==> config.mk <==
export PLATFORM = sky130hd
export DESIGN_NAME = fe_redirect_ctrl_flat
export DESIGN_NICKNAME = d
export VERILOG_FILES = /design/src/rtl/fe_redirect_ctrl_if.sv /design/src/rtl/fe_redirect_ctrl.sv /design/src/flat_wrapper.sv
export SDC_FILE = /design/constraint.sdc
export NUM_CORES = 1
export LEC_CHECK = 0
export CORE_UTILIZATION = 40
export CTS_CLUSTER_DIAMETER = 30
export DETAILED_ROUTE_END_ITERATION = 8
export GPL_TIMING_DRIVEN = 0
export PLACE_DENSITY = 0.86
export SYNTH_ARGS = -nofsm -noshare
export SYNTH_HDL_FRONTEND = slang
export SYNTH_SLANG_ARGS = --single-unit
export TNS_END_PERCENT = 100
==> constraint.sdc <==
create_clock -name clk_i -period 4.8 [get_ports clk_i]
set_clock_uncertainty 0.05 [all_clocks]
set_input_delay 1.44 -clock clk_i [delete_from_list [all_inputs] [get_ports clk_i]]
set_output_delay 1.44 -clock clk_i [all_outputs]
set_load 0.01 [all_outputs]
==> src/rtl/fe_redirect_ctrl_if.sv <==
// Redirect-controller bus: backend/branch/irq requests in, PC redirect, flushes and status out.
// The master side drives requests; the slave side is the redirect controller.
interface fe_redirect_ctrl_if #(
    parameter int WORD_SIZE_P = 16
);
    logic                   ready_i;
    logic                   mis_predict_i;
    logic [WORD_SIZE_P-1:0] mis_target_i;
    logic                   br_take_i;
    logic [WORD_SIZE_P-1:0] br_target_i;
    logic                   irq_i;
    logic [WORD_SIZE_P-1:0] irq_ret_pc_i;
    logic                   redirect_v_o;
    logic [WORD_SIZE_P-1:0] redirect_pc_o;
    logic                   flush_f_d_o;
    logic                   flush_d_b_o;
    logic                   valid_mask_o;
    logic                   irq_ack_o;
    logic [WORD_SIZE_P-1:0] epc_o;
    logic [15:0]            perf_redirects_o;
    logic [15:0]            perf_mispredicts_o;

    modport master (
        output ready_i, mis_predict_i, mis_target_i, br_take_i, br_target_i,
               irq_i, irq_ret_pc_i,
        input  redirect_v_o, redirect_pc_o, flush_f_d_o, flush_d_b_o,
               valid_mask_o, irq_ack_o, epc_o, perf_redirects_o, perf_mispredicts_o
    );

    modport slave (
        input  ready_i, mis_predict_i, mis_target_i, br_take_i, br_target_i,
               irq_i, irq_ret_pc_i,
        output redirect_v_o, redirect_pc_o, flush_f_d_o, flush_d_b_o,
               valid_mask_o, irq_ack_o, epc_o, perf_redirects_o, perf_mispredicts_o
    );
endinterface

==> src/rtl/fe_redirect_ctrl.sv <==
// Front-end PC redirect / flush sequencer.
// Arbitrates mispredict > irq take > branch take, drives the redirect PC and
// flushes, and masks front-end valid while the pipe refills.
// Optional perf counters are built when FE_REDIRECT_PERF_EN is defined.
module fe_redirect_ctrl #(
    parameter int                   WORD_SIZE_P     = 16,
    parameter logic [WORD_SIZE_P-1:0] RESET_VECTOR_P = 16'h0000,
    parameter logic [WORD_SIZE_P-1:0] IRQ_VECTOR_P   = 16'h0004,
    parameter int                   REFILL_CYCLES_P = 2
) (
    input logic               clk_i,
    input logic               reset_i,
    fe_redirect_ctrl_if.slave bus
);
    typedef enum logic [1:0] {ST_BOOT, ST_RUN, ST_REFILL} state_t;

    localparam logic [3:0] REFILL_INIT = 4'(REFILL_CYCLES_P);

    state_t                 state_q, state_d;
    logic [3:0]             cnt_q, cnt_d;
    logic                   irq_pend_q;
    logic [WORD_SIZE_P-1:0] epc_q;
    logic [WORD_SIZE_P-1:0] last_pc_q;

    logic                   irq_seen;
    logic                   irq_take;
    logic                   br_hit;
    logic                   redirect_v;
    logic [WORD_SIZE_P-1:0] redirect_pc;
    logic                   mask;
    logic                   mis_acc;

    // A level irq counts as pending in the same cycle it is first seen.
    assign irq_seen = irq_pend_q | bus.irq_i;

    // Next-state, redirect arbitration and output decode.
    always_comb begin
        state_d     = state_q;
        cnt_d       = cnt_q;
        irq_take    = 1'b0;
        br_hit      = 1'b0;
        redirect_v  = 1'b0;
        redirect_pc = last_pc_q;
        mask        = 1'b0;
        mis_acc     = 1'b0;
        if (reset_i) begin
            redirect_pc = RESET_VECTOR_P;
        end else begin
            case (state_q)
                ST_BOOT: begin
                    redirect_v  = 1'b1;
                    redirect_pc = RESET_VECTOR_P;
                    state_d     = ST_REFILL;
                    cnt_d       = REFILL_INIT;
                end
                ST_RUN, ST_REFILL: begin
                    irq_take = (state_q == ST_RUN) && bus.ready_i && !bus.mis_predict_i && irq_seen;
                    br_hit   = (state_q == ST_RUN) && !bus.mis_predict_i && !irq_take && bus.br_take_i;
                    if (bus.mis_predict_i) begin
                        mis_acc     = 1'b1;
                        redirect_v  = 1'b1;
                        redirect_pc = bus.mis_target_i;
                    end else if (irq_take) begin
                        redirect_v  = 1'b1;
                        redirect_pc = IRQ_VECTOR_P;
                    end else if (br_hit) begin
                        redirect_v  = 1'b1;
                        redirect_pc = bus.br_target_i;
                    end
                    if (redirect_v) begin
                        state_d = ST_REFILL;
                        cnt_d   = REFILL_INIT;
                    end else if (state_q == ST_REFILL && bus.ready_i) begin
                        if (cnt_q == 4'd1) begin
                            state_d = ST_RUN;
                            cnt_d   = 4'd0;
                        end else begin
                            cnt_d = cnt_q - 4'd1;
                        end
                    end
                    mask = (state_q == ST_RUN) && !redirect_v;
                end
                default: state_d = ST_BOOT;
            endcase
        end
    end

    // State, refill counter, irq pending, saved return PC and last driven PC.
    always_ff @(posedge clk_i) begin
        if (reset_i) begin
            state_q    <= ST_BOOT;
            cnt_q      <= 4'd0;
            irq_pend_q <= 1'b0;
            epc_q      <= '0;
            last_pc_q  <= RESET_VECTOR_P;
        end else begin
            state_q    <= state_d;
            cnt_q      <= cnt_d;
            irq_pend_q <= irq_seen & ~irq_take;
            if (irq_take)   epc_q     <= bus.irq_ret_pc_i;
            if (redirect_v) last_pc_q <= redirect_pc;
        end
    end

    assign bus.redirect_v_o  = redirect_v;
    assign bus.redirect_pc_o = redirect_pc;
    assign bus.flush_f_d_o   = redirect_v;
    assign bus.flush_d_b_o   = redirect_v;
    assign bus.valid_mask_o  = mask;
    assign bus.irq_ack_o     = irq_take;
    assign bus.epc_o         = epc_q;

`ifdef FE_REDIRECT_PERF_EN
    logic [15:0] perf_red_q;
    logic [15:0] perf_mis_q;

    // Saturating redirect (boot excluded) and accepted-mispredict counters.
    always_ff @(posedge clk_i) begin
        if (reset_i) begin
            perf_red_q <= '0;
            perf_mis_q <= '0;
        end else begin
            if (redirect_v && state_q != ST_BOOT && perf_red_q != 16'hFFFF)
                perf_red_q <= perf_red_q + 16'd1;
            if (mis_acc && perf_mis_q != 16'hFFFF)
                perf_mis_q <= perf_mis_q + 16'd1;
        end
    end

    assign bus.perf_redirects_o   = perf_red_q;
    assign bus.perf_mispredicts_o = perf_mis_q;
`else
    assign bus.perf_redirects_o   = 16'd0;
    assign bus.perf_mispredicts_o = 16'd0;
`endif
endmodule

==> src/flat_wrapper.sv <==
// flat-port wrapper written by rule: the top's interface ports become plain ports
module fe_redirect_ctrl_flat 
#(
    parameter int                   WORD_SIZE_P     = 16,
    parameter logic [WORD_SIZE_P-1:0] RESET_VECTOR_P = 16'h0000,
    parameter logic [WORD_SIZE_P-1:0] IRQ_VECTOR_P   = 16'h0004,
    parameter int                   REFILL_CYCLES_P = 2
)
  (clk_i, reset_i, bus_ready_i, bus_mis_predict_i, bus_mis_target_i, bus_br_take_i, bus_br_target_i, bus_irq_i, bus_irq_ret_pc_i, bus_redirect_v_o, bus_redirect_pc_o, bus_flush_f_d_o, bus_flush_d_b_o, bus_valid_mask_o, bus_irq_ack_o, bus_epc_o, bus_perf_redirects_o, bus_perf_mispredicts_o);
  fe_redirect_ctrl_if #(.WORD_SIZE_P(WORD_SIZE_P)) bus_i ();
  input logic clk_i;
  input logic reset_i;
  input wire logic [$bits(bus_i.ready_i)-1:0] bus_ready_i;
  input wire logic [$bits(bus_i.mis_predict_i)-1:0] bus_mis_predict_i;
  input wire logic [$bits(bus_i.mis_target_i)-1:0] bus_mis_target_i;
  input wire logic [$bits(bus_i.br_take_i)-1:0] bus_br_take_i;
  input wire logic [$bits(bus_i.br_target_i)-1:0] bus_br_target_i;
  input wire logic [$bits(bus_i.irq_i)-1:0] bus_irq_i;
  input wire logic [$bits(bus_i.irq_ret_pc_i)-1:0] bus_irq_ret_pc_i;
  output wire logic [$bits(bus_i.redirect_v_o)-1:0] bus_redirect_v_o;
  output wire logic [$bits(bus_i.redirect_pc_o)-1:0] bus_redirect_pc_o;
  output wire logic [$bits(bus_i.flush_f_d_o)-1:0] bus_flush_f_d_o;
  output wire logic [$bits(bus_i.flush_d_b_o)-1:0] bus_flush_d_b_o;
  output wire logic [$bits(bus_i.valid_mask_o)-1:0] bus_valid_mask_o;
  output wire logic [$bits(bus_i.irq_ack_o)-1:0] bus_irq_ack_o;
  output wire logic [$bits(bus_i.epc_o)-1:0] bus_epc_o;
  output wire logic [$bits(bus_i.perf_redirects_o)-1:0] bus_perf_redirects_o;
  output wire logic [$bits(bus_i.perf_mispredicts_o)-1:0] bus_perf_mispredicts_o;
  assign bus_i.ready_i = bus_ready_i;
  assign bus_i.mis_predict_i = bus_mis_predict_i;
  assign bus_i.mis_target_i = bus_mis_target_i;
  assign bus_i.br_take_i = bus_br_take_i;
  assign bus_i.br_target_i = bus_br_target_i;
  assign bus_i.irq_i = bus_irq_i;
  assign bus_i.irq_ret_pc_i = bus_irq_ret_pc_i;
  assign bus_redirect_v_o = bus_i.redirect_v_o;
  assign bus_redirect_pc_o = bus_i.redirect_pc_o;
  assign bus_flush_f_d_o = bus_i.flush_f_d_o;
  assign bus_flush_d_b_o = bus_i.flush_d_b_o;
  assign bus_valid_mask_o = bus_i.valid_mask_o;
  assign bus_irq_ack_o = bus_i.irq_ack_o;
  assign bus_epc_o = bus_i.epc_o;
  assign bus_perf_redirects_o = bus_i.perf_redirects_o;
  assign bus_perf_mispredicts_o = bus_i.perf_mispredicts_o;
  fe_redirect_ctrl #(.WORD_SIZE_P(WORD_SIZE_P), .RESET_VECTOR_P(RESET_VECTOR_P), .IRQ_VECTOR_P(IRQ_VECTOR_P), .REFILL_CYCLES_P(REFILL_CYCLES_P)) u_core (.clk_i(clk_i), .reset_i(reset_i), .bus(bus_i));
endmodule
==> results by group <==
Outcome
  – Run status: finished, final reports clean

CTS
  – Cts hold-fix bufs: 0
  – Clk root buf: clkbuf_8
  – CTS tree: built
  – Clk buf depth: 2
  – CTS Buf Count: 5
  – CTS clock-pin slew for the worst setup and hold paths: 0.08 ns
  – Sink Count: 39
  – Clock H-tree levels: 2
  – Worst-skew pair later-pin latency: 0.30 ns

Flow run
  – MaxCap Viol Count: 0

Synthesis
  – Sequential area share after synthesis: 30.2%
  – Synth area leader: dfxtp_1
  – Syn_area_per_cell: 8.22 µm²
  – Cell Area, Synth: 0.00259 mm²
  – Gate Count Post-Synth: 315
  – Synthesis-stage register bit count: 39
  – Post-Synth XOR/XNOR Area: 0.677%
  – Top cell type's share of synthesized area: 30.2%
  – Asr flop ratio synth: 0%
  – Area share of fa/ha/maj cells after synthesis: 2.90%
  – Synth Area in Compound Gates: 33.2%
  – Mux cell area share after synthesis: 0.387%
  – Post-Synth Simple-Gate Area: 17.5%
  – Area contributors post-synth: dfxtp_1 30%, buf_4 10%, nand2_1 7.4%
  – Number of synthesized flops with an enable pin: 0
  – Top FF cell, synth: dfxtp_1
  – Synth cell types: 37
  – Yosys Warn Count: 0
  – Main combinational cell family by area after synthesis: compound AO/OA/AOI/OAI gates

Cells and area
  – Filler cells: 531
  – Layout cells sized above 1: 22.9%
  – N_diodes: 0
  – Syn-to-layout area delta: 49.5%
  – Final net count: 506

Global routing
  – Number of global-route vias before repair: 2486
  – Met2 Usage GRT: 37.6%
  – Busiest grt layer: met2
  – Global Route Usage Sum: 21.9%
  – First-pass GRT wire length: 11300 µm
  – Grt met1 use: 26.0%
  – Met3 GRT Util: 7.36%
  – Largest net degree at the start of global routing: 13
  – Antenna violations before repair: 0
  – Total congestion overflow: 0

Power and ir drop
  – Cell Pwr Density: 193 mW/mm²
  – Peak VDD IR: 0.165 mV
  – P_leak: 1.66 nW

Floorplanning
  – Initial Util: 42.5%
  – Ports: 123
  – Core Box Area: 0.00610 mm²
  – Die height: 82.4 µm
  – # rows: 28
  – Area of the die: 0.00680 mm²
  – Die X: 82.4 µm

Placement
  – Final RePlAce weighted congestion: 0.864
  – IO Port Bufs: 88
  – Pre-CTS WS: -0.537 ns
  – DP HPWL: 5360 µm

STA
  – Worst-Margin Slew: 0.719 ns
  – Final hold violations: 0
  – Peak Freq: 0.213 GHz
  – Slew headroom: 52.0%
  – Number of max-slew violations in the final report: 0
  – Final min period: 4.70 ns
  – Final setup margin: 0.101 ns
  – Count of final setup violators: 0
  – Final period utilization: 97.9%
  – Hold slack: 0.408 ns

Critical path
  – Worst r2r src: u_core.state_q[0]
  – Crit start category: input port
  – Worst reg2reg endpoint: u_core.last_pc_q[11]
  – CP max FO: 10
  – Worst Setup End Kind: primary output
  – Reg2reg setup slack: 2.41 ns
  – WP data required: 3.31 ns
  – R2r worst-path depth: 9
  – Arr. time, crit path: 3.21 ns
  – Setup CP Type: input port to primary output

Route
  – Drt total wl: 7430 µm
  – Vias per inst: 5.01
  – Via Count: 2611
  – TritonRoute pass-1 iters: 4
  – DR iter-0 viols: 112
  – Wire per inst: 14.3 µm
  – Antenna Nets Post-Route: 0
  – Remaining DRCs: 0

Hold path
  – Hold WC Path Type: flip-flop to flip-flop
  – Hold Path Sink: u_core.bus.epc_o[12]
  – Hold Crit Depth: 2
  – Hold_sp: u_core.bus.epc_o[12]
==> cell families (layout without fill, tap and decap cells) <==
logic type / Yosys count / count (layout)
AOI/OAI and AO/OA: 105 / 105
and+or+nand+nor: 98 / 98
buffers and inverters: 63 / 163
DFF: 39 / 39
adders and majority gates: 6 / 6
xor gates and xnor gates: 2 / 2
other: 1 / 32
muxes: 1 / 1
==> repair_timing <==
action / 4_1_cts / 5_1_grt
buffers inserted: 5 / 1
resized for setup: 32 / 7
pin swaps: 9 / 4
endpoints found under the setup margin: 20 / 8
==> cell usage after synthesis, types with 3 or more instances <==
| library cell | instances |
|---|---|
| ha_1 | 6 |
| nor2_1 | 10 |
| clkbuf_1 | 10 |
| a21oi_1 | 35 |
| a22o_1 | 15 |
| dfxtp_1 | 39 |
| and3_1 | 3 |
| buf_2 | 10 |
| inv_1 | 6 |
| nand2_1 | 51 |
| a22oi_2 | 10 |
| a211oi_2 | 10 |
| nand3_1 | 5 |
| o21ba_2 | 13 |
| buf_4 | 35 |
| a211oi_1 | 7 |
| and2_1 | 15 |
| a22oi_1 | 5 |
| nor3_1 | 6 |
| nand2b_1 | 3 |
==> flip-flops by register name, indices dropped and copies added, names as in the netlist <==
register	cells
u_core.irq_pend_q	1
u_core.last_pc_q	16
u_core.bus.epc_o	16
u_core.cnt_q	4
u_core.state_q	2
==> worst max-delay path, stage by stage <==
cell and delay (ns):
dlygate4sd2_1 0.28, o21a_1 0.23, a21oi_4 0.19, buf_4 0.14
buf_6 0.13, a21oi_1 0.06, a211oi_2 0.28, o21ba_2 0.19
dlygate4sd2_1 0.27
==> per-stage QoR <==
| stage | TNS (ns) | total power, mW | cells | cell area [µm²] | util, % |
|---|---|---|---|---|---|
| after global routing | -0.00182 | 0.779 | 521 | 3870 | 63.5 |
| after CTS | 0 | 0.746 | 520 | 3850 | 63.2 |
| after detailed placement | -8.47 | 0.525 | 509 | 3680 | 60.4 |
| after floorplan | 0 | 0.449 | 346 | 2710 | - |
| final | 0 | 0.747 | 521 | 3870 | 63.5 |
| after global placement | -8.02 | 0.522 | 509 | 3680 | 60.4 |
==> worst max path at each step <==
stage / from / endpoint
2_1_floorplan: bus_mis_predict_i / bus_redirect_pc_o[6]
3_3_place_gp: bus_irq_i / bus_redirect_pc_o[0]
3_5_place_dp: bus_irq_i / bus_redirect_pc_o[8]
4_1_cts: bus_irq_i / bus_redirect_pc_o[13]
5_1_grt: bus_ready_i / bus_flush_f_d_o
6_report: bus_irq_i / bus_redirect_pc_o[8]
==> layer usage <==
layer	wire length (µm)	up-vias
met5	0	-
met4	94	0
met3	704	11
met2	3560	111
met1	3070	1192
li1	-	1297
==> placed cells by master, fill, tap and decap left out, drive strengths merged, types with 10 or more instances in the layout <==
cell type / synthesis / layout
clkdlybuf4s50: 0 / 69
buf: 47 / 52
nand2: 51 / 51
dfxtp: 39 / 39
a21oi: 37 / 37
conb: 1 / 32
a211oi: 17 / 17
and2: 15 / 15
a22o: 15 / 15
o21ba: 15 / 15
a22oi: 15 / 15
clkbuf: 10 / 15
dlygate4sd2: 0 / 14
nor2: 10 / 10
==> power by group <==
group	leakage [nW]	internal (mW)	total [mW]	switching, mW
combinational	1.30	0.102	0.193	0.0907
sequential	0.316	0.330	0.336	0.00587
clock	0.0440	0.0994	0.218	0.118
total	1.66	0.532	0.747	0.215
==> final cells by class <==
cell class	instances	area, µm²	share of cell area (%)
flip-flops and latches	39	781	20.2
plain buffers	56	393	10.1
multi-input cells	244	1580	40.8
repair buffers	94	921	23.8
well taps	75	93.8	2.42
inverters	6	22.5	0.582
clock buffers	5	68.8	1.78
clock inverters	2	13.8	0.356
Power figures use the tool's default switching activity.
